### config.mk
export PLATFORM = sky130hd
export DESIGN_NAME = elbeth_forward_unit
export DESIGN_NICKNAME = d
export VERILOG_FILES = /design/src/rtl/elbeth_forward_unit_pkg.sv /design/src/rtl/elbeth_fwd_cmp.sv /design/src/rtl/elbeth_forward_unit.sv
export SDC_FILE = /design/constraint.sdc
export NUM_CORES = 1
export LEC_CHECK = 0
export CAP_MARGIN = 10
export CORE_UTILIZATION = 36
export CTS_BUF_LIST = sky130_fd_sc_hd__clkbuf_8
export DETAILED_ROUTE_END_ITERATION = 8
export PLACE_DENSITY_LB_ADDON = 0.12
export SYNTH_ARGS = -nofsm -noshare
export SYNTH_HDL_FRONTEND = slang
export SYNTH_SLANG_ARGS = --single-unit
### constraint.sdc
create_clock -name clk -period 2.41 [get_ports clk]
set_input_delay 0.241 -clock clk [delete_from_list [all_inputs] [get_ports clk]]
set_output_delay 0.241 -clock clk [all_outputs]
set_load 0.005 [all_outputs]
### src/rtl/elbeth_forward_unit_pkg.sv
// Shared definitions for the ELBETH forwarding / hazard unit.
// Holds the operand-select encodings driven onto the EX-stage operand
// muxes and the field widths of the per-stage pipeline records.
package elbeth_forward_unit_pkg;

    // Operand-select encodings for the EX-stage 3-to-1 operand muxes.
    localparam logic [1:0] SEL_REG = 2'b00;  // register-file value
    localparam logic [1:0] SEL_MEM = 2'b01;  // MEM-stage ALU result
    localparam logic [1:0] SEL_WB  = 2'b10;  // WB-stage result

    // Stage-record field widths.
    localparam int unsigned REG_IDX_W = 5;   // register index
    localparam int unsigned SEL_W     = 2;   // operand-select code

endpackage

### src/rtl/elbeth_fwd_cmp.sv
// Per-operand forwarding comparator.
// Chooses the select code for one EX-stage source register by comparing it
// against the MEM and WB stage destination records; MEM is younger and wins.
// Ports:
//   ex_valid               - EX stage holds a real instruction
//   rs                     - EX source register index
//   mem_valid/mem_we/mem_rd - MEM stage record (mem_we already excludes loads)
//   wb_valid/wb_we/wb_rd    - WB stage record
//   sel                    - select code (SEL_REG / SEL_MEM / SEL_WB)
module elbeth_fwd_cmp
    import elbeth_forward_unit_pkg::*;
#(
    parameter int XLEN_REGS = REG_IDX_W
) (
    input  logic                 ex_valid,
    input  logic [XLEN_REGS-1:0] rs,
    input  logic                 mem_valid,
    input  logic                 mem_we,
    input  logic [XLEN_REGS-1:0] mem_rd,
    input  logic                 wb_valid,
    input  logic                 wb_we,
    input  logic [XLEN_REGS-1:0] wb_rd,
    output logic [SEL_W-1:0]     sel
);

    logic mem_hit_s;
    logic wb_hit_s;

    // x0 is hard-wired zero, so a write to it is never a forwarding source.
    assign mem_hit_s = mem_valid & mem_we & (mem_rd != '0) & (mem_rd == rs);
    assign wb_hit_s  = wb_valid & wb_we & (wb_rd != '0) & (wb_rd == rs);

    // Priority select: youngest producer first, register file otherwise.
    always_comb begin
        sel = SEL_REG;
        if (ex_valid && mem_hit_s) begin
            sel = SEL_MEM;
        end else if (ex_valid && wb_hit_s) begin
            sel = SEL_WB;
        end else begin
            sel = SEL_REG;
        end
    end

endmodule

### src/rtl/elbeth_forward_unit.sv
// ELBETH forwarding and load-use hazard unit.
// Tracks EX/MEM/WB stage records, produces operand-select codes for the
// EX-stage operands, detects load-use hazards (one-cycle stall) and counts
// stall cycles with saturation.
// Ports:
//   clk, rst_n              - clock, synchronous active-low reset
//   issue_*                 - instruction leaving ID into EX this cycle
//   flush                   - taken branch/jump; kills issue and EX
//   fwd_a_sel / fwd_b_sel   - select codes for rs1 / rs2 operand muxes
//   stall                   - load-use hazard, ID holds and retries
//   stall_count             - saturating count of stall cycles
module elbeth_forward_unit
    import elbeth_forward_unit_pkg::*;
#(
    parameter int XLEN_REGS = REG_IDX_W,
    parameter int CNT_W     = 16
) (
    input  logic                 clk,
    input  logic                 rst_n,
    input  logic                 issue_valid,
    input  logic [XLEN_REGS-1:0] issue_rs1,
    input  logic [XLEN_REGS-1:0] issue_rs2,
    input  logic [XLEN_REGS-1:0] issue_rd,
    input  logic                 issue_reg_write,
    input  logic                 issue_mem_read,
    input  logic                 flush,
    output logic [SEL_W-1:0]     fwd_a_sel,
    output logic [SEL_W-1:0]     fwd_b_sel,
    output logic                 stall,
    output logic [CNT_W-1:0]     stall_count
);

    // EX stage record
    logic                 ex_valid_q, ex_valid_d;
    logic [XLEN_REGS-1:0] ex_rs1_q, ex_rs1_d;
    logic [XLEN_REGS-1:0] ex_rs2_q, ex_rs2_d;
    logic [XLEN_REGS-1:0] ex_rd_q, ex_rd_d;
    logic                 ex_we_q, ex_we_d;
    logic                 ex_mr_q, ex_mr_d;
    // MEM stage record
    logic                 mem_valid_q, mem_valid_d;
    logic [XLEN_REGS-1:0] mem_rd_q, mem_rd_d;
    logic                 mem_we_q, mem_we_d;
    logic                 mem_mr_q, mem_mr_d;
    // WB stage record
    logic                 wb_valid_q, wb_valid_d;
    logic [XLEN_REGS-1:0] wb_rd_q, wb_rd_d;
    logic                 wb_we_q, wb_we_d;
    // Stall counter
    logic [CNT_W-1:0]     stall_count_q, stall_count_d;

    logic                 stall_s;
    logic                 mem_alu_we_s;

    // Load-use hazard: EX holds a load whose result the issuing op needs.
    always_comb begin
        stall_s = 1'b0;
        if (issue_valid && !flush && ex_valid_q && ex_mr_q && ex_we_q &&
            (ex_rd_q != '0) &&
            ((ex_rd_q == issue_rs1) || (ex_rd_q == issue_rs2))) begin
            stall_s = 1'b1;
        end else begin
            stall_s = 1'b0;
        end
    end

    // A load in MEM has no ALU result to forward; the stall keeps any
    // dependent instruction out of EX while the load sits there.
    assign mem_alu_we_s = mem_we_q & ~mem_mr_q;

    // Next-state for the stage records and the saturating stall counter.
    always_comb begin
        // EX takes the issuing instruction unless it is stalled or flushed.
        ex_valid_d = issue_valid & ~stall_s & ~flush;
        ex_rs1_d   = issue_rs1;
        ex_rs2_d   = issue_rs2;
        ex_rd_d    = issue_rd;
        ex_we_d    = issue_reg_write;
        ex_mr_d    = issue_mem_read;
        // MEM and WB always advance, even on stall or flush.
        mem_valid_d = ex_valid_q;
        mem_rd_d    = ex_rd_q;
        mem_we_d    = ex_we_q;
        mem_mr_d    = ex_mr_q;
        wb_valid_d  = mem_valid_q;
        wb_rd_d     = mem_rd_q;
        wb_we_d     = mem_we_q;
        stall_count_d = stall_count_q;
        if (stall_s && (stall_count_q != {CNT_W{1'b1}})) begin
            stall_count_d = stall_count_q + CNT_W'(1);
        end else begin
            stall_count_d = stall_count_q;
        end
    end

    // Stage registers; reset discards every in-flight record.
    always_ff @(posedge clk) begin
        if (!rst_n) begin
            ex_valid_q    <= 1'b0;
            ex_rs1_q      <= '0;
            ex_rs2_q      <= '0;
            ex_rd_q       <= '0;
            ex_we_q       <= 1'b0;
            ex_mr_q       <= 1'b0;
            mem_valid_q   <= 1'b0;
            mem_rd_q      <= '0;
            mem_we_q      <= 1'b0;
            mem_mr_q      <= 1'b0;
            wb_valid_q    <= 1'b0;
            wb_rd_q       <= '0;
            wb_we_q       <= 1'b0;
            stall_count_q <= '0;
        end else begin
            ex_valid_q    <= ex_valid_d;
            ex_rs1_q      <= ex_rs1_d;
            ex_rs2_q      <= ex_rs2_d;
            ex_rd_q       <= ex_rd_d;
            ex_we_q       <= ex_we_d;
            ex_mr_q       <= ex_mr_d;
            mem_valid_q   <= mem_valid_d;
            mem_rd_q      <= mem_rd_d;
            mem_we_q      <= mem_we_d;
            mem_mr_q      <= mem_mr_d;
            wb_valid_q    <= wb_valid_d;
            wb_rd_q       <= wb_rd_d;
            wb_we_q       <= wb_we_d;
            stall_count_q <= stall_count_d;
        end
    end

    elbeth_fwd_cmp #(.XLEN_REGS(XLEN_REGS)) u_cmp_a (
        .ex_valid  (ex_valid_q),
        .rs        (ex_rs1_q),
        .mem_valid (mem_valid_q),
        .mem_we    (mem_alu_we_s),
        .mem_rd    (mem_rd_q),
        .wb_valid  (wb_valid_q),
        .wb_we     (wb_we_q),
        .wb_rd     (wb_rd_q),
        .sel       (fwd_a_sel)
    );

    elbeth_fwd_cmp #(.XLEN_REGS(XLEN_REGS)) u_cmp_b (
        .ex_valid  (ex_valid_q),
        .rs        (ex_rs2_q),
        .mem_valid (mem_valid_q),
        .mem_we    (mem_alu_we_s),
        .mem_rd    (mem_rd_q),
        .wb_valid  (wb_valid_q),
        .wb_we     (wb_we_q),
        .wb_rd     (wb_rd_q),
        .sel       (fwd_b_sel)
    );

    assign stall       = stall_s;
    assign stall_count = stall_count_q;

endmodule
==> results.yml, run 1 <==
run_status:
  status: "completed"
detailed_routing:
  wl_mm: 4.49
  dr.first_iter.drc_count: 101
  dr.pass1.iters: 4
  drc_errors: 0
  routedWlPerCell_um: 13.0
  drt-vias-per-instance: 4.99
  detail-route-antenna-nets: 0
  vias: 1728
yosys:
  synth_edf_count: 0
  synthFlopType: "dfxtp_1"
  synth_top_area_share_pct: 45.3
  synth.net_count: 252
  synth_area_leaders: "dfxtp_1 45%, and2_1 9.5%, xor2_1 7.3%"
  syn_inst: 230
  avgSynthCellArea_um2: 9.41
  ys_types: 37
  synth_top_cell_by_area: "dfxtp_1"
  ys_warn_count: 0
  synth-seq-cells: 49
  yosysSeqAreaShare_pct: 45.3
  synthesis.area_um2: 2160
  synthArstFlopShare_pct: 0
power_and_ir_drop:
  p_sw_w: 0.000337
  p_comb_share_pct: 7.9
  pwr-share-clk_pct: 36.8
  power_density_nw_per_um2: 563
  sequentialPowerShare_pct: 55.3
  p_sw_share_pct: 21.8
  p_leak_nw: 1.03
  power_w: 0.00155
  power.internal_w: 0.00121
  ir_drop_v: 0.000273
place:
  globalplace.congestion: 0.777
  port-buffer-count: 41
  place_hpwl_mm: 3.36
  place_ws_ns: 0.191
sta:
  hold_viol: 0
  setup_ws_ns: 0.121
  slew_viol_final: 0
  rsz0062_at_grt: "no"
  fmax_mhz: 437
  worst_slew_pin_slew_ns: 0.427
  fin_crit_ns: 2.29
  slew_headroom_pct: 71.2
  setup-tns-final_ns: 0
  holdWs_ns: 0.454
  setup_viol: 0
  fin_skew_ns: 0.00462
  fin_crit_sh_pct: 95.0
floorplanning:
  initial_core_util_pct: 38.4
  coreArea_um2: 5640
  die_area_um2: 6330
  num_rows: 27
  die_x_um: 79.5
  dieHeight_um: 79.5
  io_pins: 42
finish:
  syn_to_final_growth_pct: 27.1
  n_antenna_cell: 0
  final_util_pct: 48.7
  seq_area_um2: 981
  final_layout_size_suffix_gt1_share_pct: 4.74
  final.fill_count: 543
  fin_nets: 295
  multi_input_area_um2: 1120
setup_path:
  worstPathArrival_ns: 2.05
  crit_family: "simple AND/OR/NAND/NOR gates"
  start_kind: "flip-flop"
  reg2reg_slack_ns: 0.42
  worstPathRequired_ns: 2.17
  path_max_fanout: 4
  worstSetupPathType: "reg2out"
  max_stage_delay_ns: 0.54
  crit_buf_inv: 1
  crit_path_end_kind: "primary output"
  crit_chain: "or4_1 > o211a_1 > nor2b_1 > clkdlybuf4s50_1"
  crit_path_top_delay_cell: "or4_1"
clock_network:
  clkLatencyLatePin_ns: 0.30
  cts_max_level: 2
  path_clk_slew_ns: 0.09
  ctsHoldBuffers: 0
  cts-root-buf: "clkbuf_8"
  cts-buffers-inserted: 5
  clock-sinks: 49
  cts_tree: "yes"
  cts_max_path_buffers: 2
global_routing:
  grt_pass1_vias: 1667
  grt_max_degree: 30
  overflow: 0
  grtUsageTotal_pct: 16.1
  grt_antenna_before_repair: 0
  grt_pass1_wl_mm: 7.78
hold_path:
  hp-class: "reg2reg"
job:
  cap_violations: 0
[what timing repair did]
action	CTS	global route
setup endpoints to repair	2	0
gates resized for setup	3	0
setup buffers	0	0
[layer usage]
| metal | share of wire, % | vias to the layer above | GRT usage, % |
|---|---|---|---|
| met1 | 51 | 781 | 21.7 |
| met2 | 43 | 42 | 24.7 |
| li1 | - | 898 | - |
| met3 | 4.1 | 7 | 3.89 |
| met4 | 1.6 | 0 | 6.00 |
| met5 | 0 | - | 0 |
[power groups by stage]
| stage | logic (W) | clock network [W] | registers (W) |
|---|---|---|---|
| floorplan | 0.0000720 | 0 | 0.000869 |
| global placement | 0.000125 | 0 | 0.000876 |
| detailed placement | 0.000125 | 0 | 0.000876 |
| CTS | 0.000125 | 0.000591 | 0.000857 |
| global route | 0.000138 | 0.000615 | 0.000860 |
| finish | 0.000123 | 0.000570 | 0.000856 |
[final cells by class]
class,count,area share (%)
multi-input cells,170,40.8
flip-flops and latches,49,35.7
repair buffers,45,15.9
well taps,72,3.28
clock buffers,5,2.50
clock inverters,3,1.55
inverters,2,0.273
[sequential cells by signal (all words and copies together), names as in the netlist, 5 cells and up]
name	cells
ex_rs1_q	5
wb_rd_q	5
ex_rd_q	5
stall_count	16
ex_rs2_q	5
mem_rd_q	5
[synthesized netlist by cell type (6+ instances only)]
| library cell | number |
|---|---|
| or3_1 | 6 |
| o21ai_0 | 6 |
| nand3_1 | 12 |
| and2_1 | 33 |
| dfxtp_1 | 49 |
| nor3_1 | 6 |
| nand2b_1 | 6 |
| xor2_1 | 18 |
| nand2_1 | 8 |
| nand4_1 | 6 |
| xnor2_1 | 12 |
| a21oi_1 | 12 |
[kinds of logic (layout without fill, tap and decap cells)]
| kind of cell | count (synthesis) | after routing | share of synthesized area, % |
|---|---|---|---|
| buffers and inverters | 11 | 55 | 2.83 |
| xor gates and xnor gates | 30 | 30 | 12.1 |
| adders and majority gates | 1 | 1 | 0.578 |
| muxes | 3 | 3 | 1.39 |
| DFF | 49 | 49 | 45.3 |
| and+or+nand+nor | 105 | 105 | 29.0 |
| AOI/OAI and AO/OA | 31 | 31 | 8.79 |
[metrics by stage]
step / instance area [um2] / std cells
3_5_place_dp: 2640 / 338
2_1_floorplan: 2160 / 230
6_report: 2750 / 346
4_1_cts: 2750 / 346
5_1_grt: 2750 / 346
3_3_place_gp: 2640 / 338
[cells in the final DEF, fill, tap and decap left out, drive strengths merged, types with 8 or more instances in the layout]
cell / n
a21oi: 12
and2: 33
clkdlybuf4s50: 39
dfxtp: 49
nand2: 9
nand3: 12
o21ai: 8
xnor2: 12
xor2: 18
[path summary, 6_finish.rpt]
kind / from / cells past startpoint / to
setup / recovery: ex_rd_q[1] / 4 / stall
hold / removal: ex_we_q / 1 / mem_we_q
setup reg to reg: stall_count[0] / 6 / stall_count[4]
hold reg to reg: ex_we_q / 1 / mem_we_q
No activity file was read; power rests on OpenSTA's default activity.
==> run 2, diff against run 1 <==
==> constraint.sdc (replaced) <==
create_clock -name clk -period 2 [get_ports clk]
set_input_delay 0.2 -clock clk [delete_from_list [all_inputs] [get_ports clk]]
set_output_delay 0.2 -clock clk [all_outputs]
set_load 0.005 [all_outputs]
==> run 2 against run 1 <==
The flow now finishes with violations (negative setup slack). Final area grew 6.7%. Critical path depth grew 1. Combinational power grew 50%. Hold slack got worse by 0.00089 ns. Count of clock-buffer cells in the layout rose by 1. Sequential power up 20%. Clock skew is 0.00072 ns higher. Power up 16%. Via count up 2.7%. Final cell count is 4.9% higher. Global-route usage is 0.59 points higher. Critical path type unchanged. Largest cell class unchanged. Largest power group unchanged.
==> results.yml, run 2 (synthesis gave the netlist of run 1 again) <==
run_status:
  status: "finished with violations"
  violations: "negative setup slack"
detailed_routing:
  drt-vias-per-instance: 4.89
  vias: 1775
  drc_errors: 0
  dr.pass1.iters: 4
  routedWlPerCell_um: 13.0
  dr.first_iter.drc_count: 60
  wl_mm: 4.72
  detail-route-antenna-nets: 0
clock_network:
  cts-buffers-inserted: 5
  clock-sinks: 49
  cts_tree: "yes"
  ctsHoldBuffers: 0
  cts_max_level: 2
  cts-root-buf: "clkbuf_8"
  path_clk_slew_ns: 0.08
  cts_max_path_buffers: 2
  clkLatencyLatePin_ns: 0.30
place:
  port-buffer-count: 41
  place_hpwl_mm: 3.44
  place_ws_ns: -0.193
  globalplace.congestion: 0.779
setup_path:
  worstPathRequired_ns: 1.80
  worstSetupPathType: "reg2out"
  worstReg2RegEnd: "stall_count[6]"
  crit_path_end_kind: "primary output"
  worstPathArrival_ns: 1.80
  start_kind: "flip-flop"
  path_max_fanout: 2
  reg2reg_slack_ns: 0.12
  reg2reg_depth: 8
  worstReg2RegStart: "ex_rd_q[2]"
global_routing:
  grt_max_degree: 36
  grt_antenna_before_repair: 0
  grt_pass1_vias: 1696
  grtUsageTotal_pct: 16.7
  overflow: 0
  grt_pass1_wl_mm: 8.11
finish:
  largest_reg_flops: 16
  final_layout_size_suffix_gt1_share_pct: 15.8
  fin_nets: 313
  n_antenna_cell: 0
  final_common_cell: "dfxtp_1"
  syn_to_final_growth_pct: 35.6
  final_cell_mix: "46 x dfxtp_1, 36 x clkdlybuf4s50_1, 33 x and2_1, 19 x buf_4, 18 x xor2_1"
hold_path:
  hold-path-cell-count: 1
  worstHoldEndpoint: "wb_valid_q"
  hp-start: "mem_valid_q"
  hp-class: "reg2reg"
sta:
  setup_ws_ns: -0.00188
  fin_crit_sh_pct: 100
  rsz0062_at_grt: "yes"
  fin_skew_ns: 0.00535
  fin_crit_ns: 2.00
  setup-tns-final_ns: -0.00207
  slew_viol_final: 0
  setup_viol: 2
  slew_headroom_pct: 78.5
  fmax_mhz: 500
  hold_viol: 0
  worst_slew_pin_slew_ns: 0.320
floorplanning:
  io_pins: 42
  initial_core_util_pct: 38.4
  die_area_um2: 6330
  dieHeight_um: 79.5
  num_rows: 27
  coreArea_um2: 5640
  die_x_um: 79.5
power_and_ir_drop:
  power_density_nw_per_um2: 612
  p_leak_nw: 1.12
  ir_drop_v: 0.000317
  power_w: 0.00180
job:
  cap_violations: 0
==> run 2: cell types whose count changed in the layout (fill, tap and decap cells not counted), sizes merged <==
cell	previous run	this run
buf	4	24
clkdlybuf4s50	39	36
clkbuf	5	7
bufinv	1	0
clkinv	2	1
clkinvlp	0	1
inv	2	1
==> run 2: worst max-delay path by stage <==
stage	slack (ns)	end	startpoint	cells after the start
final	-0.002	fwd_a_sel[0]	mem_rd_q[2]	5
after CTS	0.0007	fwd_b_sel[0]	mem_rd_q[2]	5
after global placement	-0.14	fwd_b_sel[1]	mem_rd_q[0]	5
after global routing	-0.11	fwd_a_sel[1]	mem_rd_q[2]	5
after floorplan	0.19	stall_count[4]	stall_count[0]	7
after detailed placement	-0.19	fwd_a_sel[1]	mem_rd_q[0]	5
==> run 2: timing repair <==
item | 4_1_cts | 5_1_grt
setup endpoints to repair | 5 | 13
setup buffers | 1 | 0
pin swaps | 7 | 1
gates cloned | 0 | 0
gates resized for setup | 22 | 7
==> run 2: final cells by class <==
class | count | area [um2]
inverter | 2 | 7.51
fill | 547 | 2710
sequential | 49 | 987
timing repair buffer | 63 | 587
clock inverter | 1 | 7.51
tap | 72 | 90.1
clock buffer | 6 | 82.6
multi-input combinational | 170 | 1170
==> run 2: routing by layer <==
metal  part of all wire [%]  vias up  track usage (%)
met4                    1.3        0             5.45
li1                       -      929                -
met5                      0        -                0
met2                     43       36             25.9
met3                    3.9        6             3.54
met1                     52      804             22.9
==> run 2: worst max-delay path, cell delays in order, from the launching register on <==
cell	delay [ns]
dfxtp_2	0.32
or4_4	0.54
o21ai_4	0.19
nor4_2	0.08
buf_4	0.13
dlygate4sd2_1	0.25
==> run 2: power breakdown <==
group / internal, W / switching [W]
sequential: 0.00100 / 0.0000246
clock: 0.000273 / 0.000309
combinational: 0.000108 / 0.0000769
total: 0.00138 / 0.000411
==> run 2: metrics by stage <==
stage / cell area (um2) / hold WS, ns / instances / utilization, %
6_report: 2940 / 0.453 / 363 / 52.0
3_3_place_gp: 2780 / 0.427 / 355 / 49.3
4_1_cts: 2910 / 0.457 / 363 / 51.6
3_5_place_dp: 2780 / 0.439 / 355 / 49.3
2_1_floorplan: 2160 / 0.322 / 230 / -
5_1_grt: 2940 / 0.470 / 363 / 52.0
